### src/rtl/boot_sequencer_if.sv
// rtl/boot_sequencer_if.sv - command/response handshake between the boot sequencer and the I2C byte engine
interface boot_sequencer_if;
   logic       i2c_cmd_valid;
   logic       i2c_cmd_ready;
   logic [2:0] i2c_cmd_op;
   logic [7:0] i2c_cmd_data;
   logic [6:0] i2c_dev_addr;
   logic       i2c_rsp_valid;
   logic [7:0] i2c_rsp_data;
   logic       i2c_rsp_nack;

   modport master (
      output i2c_cmd_valid, i2c_cmd_op, i2c_cmd_data, i2c_dev_addr,
      input  i2c_cmd_ready, i2c_rsp_valid, i2c_rsp_data, i2c_rsp_nack
   );

   modport slave (
      input  i2c_cmd_valid, i2c_cmd_op, i2c_cmd_data, i2c_dev_addr,
      output i2c_cmd_ready, i2c_rsp_valid, i2c_rsp_data, i2c_rsp_nack
   );
endinterface

### src/rtl/boot_sequencer.sv
// rtl/boot_sequencer.sv - loads the boot image from serial EEPROM into instruction RAM and releases the CPU
module boot_sequencer #(
   parameter int unsigned IMAGE_BYTES = 256,
   parameter int unsigned ADDR_W      = 8,
   parameter logic [6:0]  DEV_ADDR    = 7'b101_0000,
   parameter int unsigned MAX_RETRIES = 3,
   parameter int unsigned RETRY_WAIT  = 1000
) (
   input  logic              clk,
   input  logic              rst,
   input  logic              start,
   boot_sequencer_if.master  i2c,
   output logic              ram_we,
   output logic [ADDR_W-1:0] ram_addr,
   output logic [7:0]        ram_wdata,
   output logic              cpu_hold,
   output logic              busy,
   output logic              boot_complete,
   output logic              boot_error,
   output logic [3:0]        attempts
);

   localparam logic [ADDR_W-1:0] LAST_IDX = ADDR_W'(IMAGE_BYTES - 1);
   localparam int                WAIT_W   = (RETRY_WAIT > 1) ? $clog2(RETRY_WAIT) : 1;
   localparam logic [WAIT_W-1:0] WAIT_END = WAIT_W'(RETRY_WAIT - 1);
   localparam logic [3:0]        MAX_R    = 4'(MAX_RETRIES);

   localparam logic [2:0] OP_ADDR  = 3'd0;
   localparam logic [2:0] OP_RDSEL = 3'd1;
   localparam logic [2:0] OP_READ  = 3'd2;
   localparam logic [2:0] OP_LAST  = 3'd3;
   localparam logic [2:0] OP_STOP  = 3'd4;

   typedef enum logic [3:0] {
      S_IDLE, S_ADDR, S_RDSEL, S_READ, S_WRITE, S_STOP, S_BACKOFF, S_CHECK, S_DONE, S_FAIL
   } state_e;

   state_e            state_q, state_d;
   logic [ADDR_W-1:0] idx_q, idx_d;
   logic [7:0]        sum_q, sum_d;
   logic [3:0]        attempts_q, attempts_d;
   logic [WAIT_W-1:0] wait_q, wait_d;
   logic              cmd_valid_q, cmd_valid_d;
   logic              pending_q, pending_d;
   logic [2:0]        op_q, op_d;
   logic [7:0]        data_q, data_d;
   logic [ADDR_W-1:0] ram_addr_q, ram_addr_d;
   logic [7:0]        ram_wdata_q, ram_wdata_d;

   logic cmd_state;
   logic rsp;
   logic attempt_fail;

   // A response only counts once the engine has accepted our single outstanding command.
   assign cmd_state = (state_q == S_ADDR) || (state_q == S_RDSEL) ||
                      (state_q == S_READ) || (state_q == S_STOP);
   assign rsp       = pending_q && i2c.i2c_rsp_valid;

   always_ff @(posedge clk or posedge rst) begin
      if (rst) begin
         state_q     <= S_IDLE;
         idx_q       <= '0;
         sum_q       <= '0;
         attempts_q  <= '0;
         wait_q      <= '0;
         cmd_valid_q <= 1'b0;
         pending_q   <= 1'b0;
         op_q        <= '0;
         data_q      <= '0;
         ram_addr_q  <= '0;
         ram_wdata_q <= '0;
      end else begin
         state_q     <= state_d;
         idx_q       <= idx_d;
         sum_q       <= sum_d;
         attempts_q  <= attempts_d;
         wait_q      <= wait_d;
         cmd_valid_q <= cmd_valid_d;
         pending_q   <= pending_d;
         op_q        <= op_d;
         data_q      <= data_d;
         ram_addr_q  <= ram_addr_d;
         ram_wdata_q <= ram_wdata_d;
      end
   end

   always_comb begin
      state_d      = state_q;
      idx_d        = idx_q;
      sum_d        = sum_q;
      attempts_d   = attempts_q;
      wait_d       = wait_q;
      cmd_valid_d  = cmd_valid_q;
      pending_d    = pending_q;
      op_d         = op_q;
      data_d       = data_q;
      ram_addr_d   = ram_addr_q;
      ram_wdata_d  = ram_wdata_q;
      attempt_fail = 1'b0;

      if (cmd_state && !cmd_valid_q && !pending_q) begin
         cmd_valid_d = 1'b1;
         data_d      = 8'h00;
         case (state_q)
            S_ADDR:  op_d = OP_ADDR;
            S_RDSEL: op_d = OP_RDSEL;
            S_READ:  op_d = (idx_q == LAST_IDX) ? OP_LAST : OP_READ;
            default: op_d = OP_STOP;
         endcase
      end

      if (cmd_valid_q && i2c.i2c_cmd_ready) begin
         cmd_valid_d = 1'b0;
         pending_d   = 1'b1;
      end

      case (state_q)
         S_IDLE: begin
            if (start) begin
               idx_d   = '0;
               sum_d   = '0;
               state_d = S_ADDR;
            end
         end
         S_ADDR: begin
            if (rsp) begin
               pending_d = 1'b0;
               state_d   = i2c.i2c_rsp_nack ? S_STOP : S_RDSEL;
            end
         end
         S_RDSEL: begin
            if (rsp) begin
               pending_d = 1'b0;
               state_d   = i2c.i2c_rsp_nack ? S_STOP : S_READ;
            end
         end
         S_READ: begin
            if (rsp) begin
               pending_d   = 1'b0;
               ram_addr_d  = idx_q;
               ram_wdata_d = i2c.i2c_rsp_data;
               state_d     = S_WRITE;
            end
         end
         S_WRITE: begin
            sum_d = sum_q + ram_wdata_q;
            if (idx_q == LAST_IDX) begin
               state_d = S_CHECK;
            end else begin
               idx_d   = idx_q + ADDR_W'(1);
               state_d = S_READ;
            end
         end
         S_STOP: begin
            if (rsp) begin
               pending_d    = 1'b0;
               attempt_fail = 1'b1;
            end
         end
         S_CHECK: begin
            if (sum_q == 8'h00) state_d = S_DONE;
            else                attempt_fail = 1'b1;
         end
         S_BACKOFF: begin
            if (wait_q == WAIT_END) begin
               idx_d   = '0;
               sum_d   = '0;
               state_d = S_ADDR;
            end else begin
               wait_d = wait_q + WAIT_W'(1);
            end
         end
         S_FAIL: begin
            if (start) begin
               attempts_d = '0;
               idx_d      = '0;
               sum_d      = '0;
               state_d    = S_ADDR;
            end
         end
         default: ;
      endcase

      // Retry decision uses the count before this failure is added.
      if (attempt_fail) begin
         attempts_d = (attempts_q == 4'hF) ? 4'hF : attempts_q + 4'd1;
         wait_d     = '0;
         state_d    = (attempts_q < MAX_R) ? S_BACKOFF : S_FAIL;
      end
   end

   assign i2c.i2c_cmd_valid = cmd_valid_q;
   assign i2c.i2c_cmd_op    = op_q;
   assign i2c.i2c_cmd_data  = data_q;
   assign i2c.i2c_dev_addr  = DEV_ADDR;

   assign ram_we        = (state_q == S_WRITE);
   assign ram_addr      = ram_addr_q;
   assign ram_wdata     = ram_wdata_q;
   assign cpu_hold      = (state_q != S_DONE);
   assign busy          = !((state_q == S_IDLE) || (state_q == S_DONE) || (state_q == S_FAIL));
   assign boot_complete = (state_q == S_DONE);
   assign boot_error    = (state_q == S_FAIL);
   assign attempts      = attempts_q;

endmodule

### src/flat_wrapper.sv
// flat-port wrapper written by rule: the top's interface ports become plain ports
module boot_sequencer_flat 
#(
   parameter int unsigned IMAGE_BYTES = 256,
   parameter int unsigned ADDR_W      = 8,
   parameter logic [6:0]  DEV_ADDR    = 7'b101_0000,
   parameter int unsigned MAX_RETRIES = 3,
   parameter int unsigned RETRY_WAIT  = 1000
)
  (clk, rst, start, ram_we, ram_addr, ram_wdata, cpu_hold, busy, boot_complete, boot_error, attempts, i2c_i2c_cmd_valid, i2c_i2c_cmd_op, i2c_i2c_cmd_data, i2c_i2c_dev_addr, i2c_i2c_cmd_ready, i2c_i2c_rsp_valid, i2c_i2c_rsp_data, i2c_i2c_rsp_nack);
  boot_sequencer_if i2c_i ();
  input  logic clk;
  input  logic rst;
  input  logic start;
  output logic ram_we;
  output logic [ADDR_W-1:0] ram_addr;
  output logic [7:0] ram_wdata;
  output logic cpu_hold;
  output logic busy;
  output logic boot_complete;
  output logic boot_error;
  output logic [3:0] attempts;
  output wire logic [$bits(i2c_i.i2c_cmd_valid)-1:0] i2c_i2c_cmd_valid;
  output wire logic [$bits(i2c_i.i2c_cmd_op)-1:0] i2c_i2c_cmd_op;
  output wire logic [$bits(i2c_i.i2c_cmd_data)-1:0] i2c_i2c_cmd_data;
  output wire logic [$bits(i2c_i.i2c_dev_addr)-1:0] i2c_i2c_dev_addr;
  input wire logic [$bits(i2c_i.i2c_cmd_ready)-1:0] i2c_i2c_cmd_ready;
  input wire logic [$bits(i2c_i.i2c_rsp_valid)-1:0] i2c_i2c_rsp_valid;
  input wire logic [$bits(i2c_i.i2c_rsp_data)-1:0] i2c_i2c_rsp_data;
  input wire logic [$bits(i2c_i.i2c_rsp_nack)-1:0] i2c_i2c_rsp_nack;
  assign i2c_i2c_cmd_valid = i2c_i.i2c_cmd_valid;
  assign i2c_i2c_cmd_op = i2c_i.i2c_cmd_op;
  assign i2c_i2c_cmd_data = i2c_i.i2c_cmd_data;
  assign i2c_i2c_dev_addr = i2c_i.i2c_dev_addr;
  assign i2c_i.i2c_cmd_ready = i2c_i2c_cmd_ready;
  assign i2c_i.i2c_rsp_valid = i2c_i2c_rsp_valid;
  assign i2c_i.i2c_rsp_data = i2c_i2c_rsp_data;
  assign i2c_i.i2c_rsp_nack = i2c_i2c_rsp_nack;
  boot_sequencer #(.IMAGE_BYTES(IMAGE_BYTES), .ADDR_W(ADDR_W), .DEV_ADDR(DEV_ADDR), .MAX_RETRIES(MAX_RETRIES), .RETRY_WAIT(RETRY_WAIT)) u_core (.clk(clk), .rst(rst), .start(start), .i2c(i2c_i), .ram_we(ram_we), .ram_addr(ram_addr), .ram_wdata(ram_wdata), .cpu_hold(cpu_hold), .busy(busy), .boot_complete(boot_complete), .boot_error(boot_error), .attempts(attempts));
endmodule
### config.mk
export PLATFORM = sky130hd
export DESIGN_NAME = boot_sequencer_flat
export DESIGN_NICKNAME = d
export VERILOG_FILES = /design/src/rtl/boot_sequencer_if.sv /design/src/rtl/boot_sequencer.sv /design/src/flat_wrapper.sv
export SDC_FILE = /design/constraint.sdc
export NUM_CORES = 1
export LEC_CHECK = 0
export ABC_AREA = 1
export CAP_MARGIN = 20
export CORE_ASPECT_RATIO = 1.75
export CORE_UTILIZATION = 53
export CTS_BUF_LIST = sky130_fd_sc_hd__clkbuf_2 sky130_fd_sc_hd__clkbuf_4 sky130_fd_sc_hd__clkbuf_8
export DETAILED_ROUTE_END_ITERATION = 8
export GPL_TIMING_DRIVEN = 1
export MAX_ROUTING_LAYER = met4
export PLACE_DENSITY = 0.81
export SLEW_MARGIN = 10
export SYNTH_ARGS = -nofsm -noshare
export SYNTH_HDL_FRONTEND = slang
export SYNTH_SLANG_ARGS = --single-unit
### constraint.sdc
create_clock -name clk -period 5.3 [get_ports clk]
set_input_delay 1.06 -clock clk [delete_from_list [all_inputs] [get_ports clk]]
set_output_delay 1.06 -clock clk [all_outputs]
set_load 0.05 [all_outputs]
==> key figures, run 1 <==
Outcome
  • Status: complete, no violations

Final layout
  • Nets: 460
  • Commonest non-fill, non-tap cell in the layout: nand2_1
  • Commonest non-fill, non-tap cells in the layout: 80 x nand2_1, 55 x dfrtp_1, 42 x inv_1, 42 x clkdlybuf4s50_1, 38 x o21ai_0
  • Number of inserted diodes: 0
  • Synthesis-to-finish area growth: 16.8%
  • Layout cells sized above 1: 0.103

Yosys
  • Area contributors post-synth: dfrtp_1 43%, nand2_1 9.5%, o21ai_0 6.0%
  • Sequential-to-total area share from yosys stat: 0.435
  • Yosys top cell by area: dfrtp_1
  • Mean post-synth cell area: 8.09 um2
  • Synth warnings: 0
  • Number of synthesized register bits: 55
  • Post-synthesis cell count: approximately 390
  • Area share of the largest cell type after synthesis: 0.435
  • Netlist cell types: 35
  • Mapped Area: 3160 um2

Place
  • I/O Buffers: between 40 and 50
  • Dpl hpwl: 4950 um
  • Routability cong.: 0.877
  • Pre-CTS WS: roughly 2.5 ns

Timing
  • Slew @ Worst Pin: 0.685 ns
  • Final min period: around 3.1 ns
  • Worst setup margin: approximately 2.2 ns
  • Max Clock Freq: 0.322 GHz
  • RSZ-0062 raised after global routing: no
  • Slew Limit Headroom: 0.544
  • Period utilization: 0.586
  • Final setup viols: 0
  • Worst Hold Slack: between 0.5 and 0.6 ns
  • Final hold vios: 0
  • TNS Setup: 0 ns
  • Clk_skew: about 0.0089 ns
  • Final slew viol count: 0

Routing
  • Vias: around 2600
  • Routed len/inst: ~13 um
  • Drc violations: 0
  • Final WL: about 6500 um
  • Post-route ant nets: 0
  • DRT Pass-1 Iters: 5
  • Vias/cell: between 5 and 6
  • Initial DRC Count: 68

Setup path
  • CP Capture Type: primary output
  • Crit Reg-Reg Endpoint: u_core.attempts[1]$_DFFE_PP0P_
  • CP required: around 4.2 ns
  • Slowest CP cell: clkdlybuf4s50_1
  • R2R cell count: 7
  • CP delay by family, top: buffers and inverters
  • CP arrival: 2.04 ns
  • Crit-path max FO: 9
  • Critical Path, Cell by Cell: nor2_2 -> inv_2 -> nor2_8 -> clkdlybuf4s50_1
  • Reg-to-reg startpoint: u_core.sum_q[1]$_DFFE_PP0P_
  • Worst stage delay on the critical path: 0.84 ns
  • Worst Path Class, Setup: reg2out
  • CP startpoint kind: flip-flop
  • R2R Setup Slk: approximately 3.3 ns
  • Buf/Inv on CP: 2

Clock network
  • Total number of H-tree levels: 2
  • Clock root buffer: clkbuf_8
  • Post-CTS Resized: 0
  • Postcts setup bufs: 0
  • Clk sinks: between 50 and 60
  • Worst-path clk slew: 0.09 ns
  • CTS Buf Count: 5
  • Clk_lat worst skew: ~0.31 ns
  • Clk buf depth: 2
  • Hold_buf cts: 0
  • CTS tree: done

Global route
  • Met3 global-route usage: 0.0311
  • Total GRT Usage: 0.233
  • Global route overflow: 0
  • Pin count of the biggest net entering global routing: 56
  • Grt met2 use: 0.397
  • First-pass GRT wire length: roughly 11000 um
  • Vias in the first global route: ~2600
  • Initial antenna violation count: 0
  • Met1 usage: 0.262
  • Busiest grt layer: met2

Power and ir drop
  • Total power per unit cell area: 200 nW/um2
  • Leak: 1.84 nW
  • Max VDD drop: ~210 uV

Die
  • Core Box Area: between 5000 and 6000 um2
  • IO Pins: 58
  • Die Ht: ~100 um
  • Initial Utilization: 0.558
  • Die Wd: 60.4 um
  • Row count: 36
  • Total die area: ~6300 um2

Min path
  • Hold path endpoint: u_core.ram_addr[1]$_DFFE_PP0P_
  • Hold Path Stages: 2
  • Hold path start: u_core.ram_addr[1]$_DFFE_PP0P_
  • Hold Crit Class: reg2reg

Job
  • Max_cap viols: 0
==> kinds of logic (layout without fill, tap and decap cells) <==
group	count (synthesis)	after routing	share of synthesized area
and+or+nand+nor	169	169	0.243
DFF	55	55	0.435
adders and majority gates	11	11	0.0459
AOI/OAI and AO/OA	65	65	0.108
xor gates and xnor gates	9	9	0.0249
buffers and inverters	71	103	0.108
muxes	9	9	0.0320
other	2	15	0.00237
==> metrics by stage <==
step	power, mW	cells	instance area [um2]	util
global route	0.761	512	3700	0.651
CTS	0.745	512	3700	0.651
detailed placement	0.490	504	3590	0.633
finish	0.737	512	3700	0.651
floorplan	0.481	404	3210	-
global placement	0.489	504	3590	0.633
==> metal layers <==
| layer | wire [um] | up-vias | part of all wire |
|---|---|---|---|
| met1 | 2540 | 1245 | 0.39 |
| li1 | - | 1317 | - |
| met4 | 191 | 0 | 0.029 |
| met2 | 3560 | 64 | 0.55 |
| met5 | 0 | - | 0 |
| met3 | 182 | 19 | 0.028 |
==> Yosys cell counts (all sizes together) <==
master	count
dfrtp	55
a22o	2
xor2	6
conb	2
o31ai	2
mux2	9
nor2	43
fa	1
clkinv	1
or2	1
ha	10
buf	18
a21oi	15
inv	51
nand4	4
o22ai	3
clkbuf	1
xnor2	3
o21ai	42
nand2	87
and2	1
nand3	25
a31oi	1
nor3	8
==> final cells by class <==
| class | count | area (um2) |
|---|---|---|
| tap | 76 | 95.1 |
| sequential | 55 | 1380 |
| fill | 520 | 1980 |
| inverter | 52 | 199 |
| multi-input combinational | 278 | 1490 |
| clock buffer | 8 | 104 |
| timing repair buffer | 43 | 428 |
==> power breakdown <==
part	internal, mW	switching (mW)
clock	0.125	0.132
sequential	0.421	0.00190
combinational	0.0141	0.0438
total	0.560	0.177
==> worst reg2reg max path, stage by stage, from the launching register on <==
cell and delay (ns):
dfrtp_1 0.44, nor2_1 0.12, nand3_1 0.07, nor2_1 0.15
nor2_1 0.07, nor2_2 0.50, o21ai_0 0.33, o21ai_0 0.23
==> flip-flops by register name, indices dropped and copies added (netlist names) <==
register and flops:
u_core.ram_wdata 8, u_core.idx_q 8, u_core.i2c.i2c_cmd_valid 1, u_core.sum_q 8, u_core.state_q 4, u_core.attempts 4
u_core.wait_q 10, u_core.pending_q 1, u_core.ram_addr 8, u_core.i2c.i2c_cmd_op 3
==> how the worst max path moves through the flow <==
stage | cells past startpoint | endpoint | start
6_report | 4 | ram_we | u_core.state_q[1]$_DFFE_PP0P_
4_1_cts | 4 | ram_we | u_core.state_q[1]$_DFFE_PP0P_
3_3_place_gp | 4 | ram_we | u_core.state_q[1]$_DFFE_PP0P_
3_5_place_dp | 6 | u_core.attempts[1]$_DFFE_PP0P_ | i2c_i2c_rsp_valid
5_1_grt | 4 | ram_we | u_core.state_q[1]$_DFFE_PP0P_
2_1_floorplan | 5 | busy | u_core.state_q[3]$_DFFE_PP0P_
(Power assumes the default switching activity.)
==> run 2, diff against run 1 <==
==> constraint.sdc (replaced) <==
create_clock -name clk -period 3.1 [get_ports clk]
set_input_delay 0.62 -clock clk [delete_from_list [all_inputs] [get_ports clk]]
set_output_delay 0.62 -clock clk [all_outputs]
set_load 0.05 [all_outputs]
==> run 2 against run 1 <==
  * Cell count is the same
  * Clock skew shrank 0.0056 ns
  * Clock-buffer cell count shrank 2
  * First-iteration DRC count grew 63%
  * Flip-flop and latch count is the same
  * Sequential power grew 71%
  * Power grew 67%
  * Critical path depth is the same
  * Wire length grew 0.68%
  * Largest cell class unchanged
  * Largest power group unchanged
==> key figures, run 2 (synthesized netlist as in run 1, its figures left out) <==
Outcome
  • Status: complete, no violations

Setup path
  • CP required: 2.48 ns (-1.76 ns)
  • CP Capture Type: primary output
  • Crit-path max FO: 9 (unchanged)
  • CP startpoint kind: flip-flop
  • Worst Path Class, Setup: reg2out
  • CP arrival: 2.06 ns (+0.02 ns)

Timing
  • Slew @ Worst Pin: 0.603 ns (-0.0814 ns)
  • TNS Setup: 0 ns (unchanged)
  • Period utilization: 0.866
  • Final slew viol count: 0 (unchanged)
  • Final hold vios: 0 (unchanged)
  • Worst setup margin: 0.416 ns (-1.78 ns)
  • Clk_skew: 0.00329 ns (-0.00562 ns)
  • Final min period: around 2.7 ns
  • Max Clock Freq: about 0.37 GHz
  • RSZ-0062 raised after global routing: no
  • Final setup viols: 0 (unchanged)
  • Slew Limit Headroom: 0.597 (+0.0537)

Die
  • Die Ht: 104 um (unchanged)
  • Row count: 36 (unchanged)
  • Core Box Area: 5680 um2 (unchanged)
  • Die Wd: 60.4 um (unchanged)
  • IO Pins: 58 (unchanged)
  • Initial Utilization: 0.558 (unchanged)
  • Total die area: 6300 um2 (unchanged)

Final layout
  • Commonest non-fill, non-tap cell in the layout: nand2_1
  • Commonest non-fill, non-tap cells in the layout: 80 x nand2_1, 55 x dfrtp_1, 42 x inv_1, 42 x clkdlybuf4s50_1, 38 x o21ai_0
  • Nets: 461 (+0.22%)
  • Number of inserted diodes: 0 (unchanged)
  • Layout cells sized above 1: 0.103 (unchanged)
  • Sequential cell area: 1380 um2 (unchanged)
  • Largest Register: u_core.wait_q
  • Filler cells: 512 (-1.5%)
  • Max FFs per register: 10 (unchanged)
  • Multi-input combinational cell area: 1490 um2 (unchanged)
  • Synthesis-to-finish area growth: 16.9%

Clock network
  • Postcts setup bufs: 0 (unchanged)
  • Clk sinks: 55 (unchanged)
  • Clk buf depth: 2 (unchanged)
  • Total number of H-tree levels: 2 (unchanged)
  • Post-CTS Resized: 0 (unchanged)
  • Worst-path clk slew: 0.09 ns (about the same)
  • CTS tree: done
  • Clk_lat worst skew: 0.31 ns (about the same)
  • CTS Buf Count: 5 (unchanged)
  • Hold_buf cts: 0 (unchanged)
  • Clock root buffer: clkbuf_8

Place
  • Routability cong.: 0.870 (-0.85%)
  • Pre-CTS WS: 0.756 ns (-1.72 ns)
  • Dpl hpwl: 5020 um (+1.4%)
  • I/O Buffers: 42 (unchanged)

Global route
  • Total GRT Usage: 0.239 (+0.00605)
  • Global route overflow: 0 (unchanged)
  • Pin count of the biggest net entering global routing: 30 (-46%)
  • Vias in the first global route: 2662 (+3.5%)
  • Initial antenna violation count: 0 (unchanged)
  • First-pass GRT wire length: 11200 um (+1.6%)

Power and ir drop
  • Total power per unit cell area: 332 nW/um2 (+67%)
  • Max VDD drop: 277 uV (+29%)
  • Leak: 1.84 nW (about the same)

Min path
  • Hold Crit Class: reg2reg

Routing
  • Post-route ant nets: 0 (unchanged)
  • Vias: 2615 (-1.1%)
  • Final WL: 6520 um (+0.68%)
  • DRT Pass-1 Iters: 4 (-1)
  • Initial DRC Count: 111 (+63%)
  • Drc violations: 0 (unchanged)
  • Routed len/inst: 12.7 um (+0.68%)
  • Vias/cell: 5.11 (-1.1%)

Job
  • Max_cap viols: 0 (unchanged)
run 2: cell count changes in the layout (fill, tap and decap cells not counted), sizes merged:
cell and change:
clkinv +1, clkbuf -2, buf +1
run 2: metrics by stage:
step	total power, mW	hold WS, ns	area (um2)	cells	utilization
3_5_place_dp	0.841	0.481	3610	505	0.636
6_report	1.23	0.498	3700	512	0.652
4_1_cts	1.24	0.507	3700	512	0.652
3_3_place_gp	0.839	0.472	3610	505	0.636
2_1_floorplan	0.823	0.476	3210	404	-
5_1_grt	1.27	0.521	3700	512	0.652
run 2: path summary, 6_finish.rpt:
check                                          startpoint                               to  slack, ns  cells past startpoint
max in group asynchronous                             rst   u_core.ram_addr[2]$_DFFE_PP0P_       1.84                      3
max reg2reg                  u_core.wait_q[0]$_DFFE_PP0P_      u_core.idx_q[6]$_DFFE_PP0P_       1.16                     11
max                         u_core.state_q[1]$_DFFE_PP0P_                           ram_we       0.42                      4
min                        u_core.ram_addr[3]$_DFFE_PP0P_   u_core.ram_addr[3]$_DFFE_PP0P_       0.50                      2
min in group asynchronous                             rst  u_core.ram_wdata[3]$_DFFE_PP0P_       0.69                      2
min reg2reg                u_core.ram_addr[3]$_DFFE_PP0P_   u_core.ram_addr[3]$_DFFE_PP0P_       0.50                      2
run 2: cell type report:
class	count	area share
repair buffers	44	0.121
well taps	76	0.0257
multi-input cells	278	0.404
flip-flops and latches	55	0.372
inverters	52	0.0538
clock inverters	1	0.00135
clock buffers	6	0.0223
run 2: worst max-delay path, cell delays in order (launching register included):
cell	delay, ns
dfrtp_1	0.46
nor2_2	0.19
inv_2	0.09
nor2_8	0.17
clkdlybuf4s50_1	0.84
run 2: per-layer routing:
| metal | vias up | share of wire | wire, um | GRT usage |
|---|---|---|---|---|
| met5 | - | 0 | 0 | - |
| met4 | 0 | 0.023 | 152 | 0.115 |
| met3 | 13 | 0.024 | 159 | 0.0311 |
| met2 | 64 | 0.55 | 3600 | 0.414 |
| met1 | 1220 | 0.40 | 2610 | 0.254 |
| li1 | 1318 | - | - | - |
run 2: report_power, final:
group	switching, mW	internal, mW
sequential	0.00325	0.720
combinational	0.0757	0.0258
clock	0.228	0.176
==> run 3, diff against run 2 <==
--- a/config.mk
+++ b/config.mk
@@ -14,7 +14,6 @@
 export GPL_TIMING_DRIVEN = 1
 export MAX_ROUTING_LAYER = met4
 export PLACE_DENSITY = 0.81
-export SLEW_MARGIN = 10
 export SYNTH_ARGS = -nofsm -noshare
 export SYNTH_HDL_FRONTEND = slang
 export SYNTH_SLANG_ARGS = --single-unit
==> results of run 3 <==
Same layout as run 2: the final DEF is identical, and so are final timing and power.
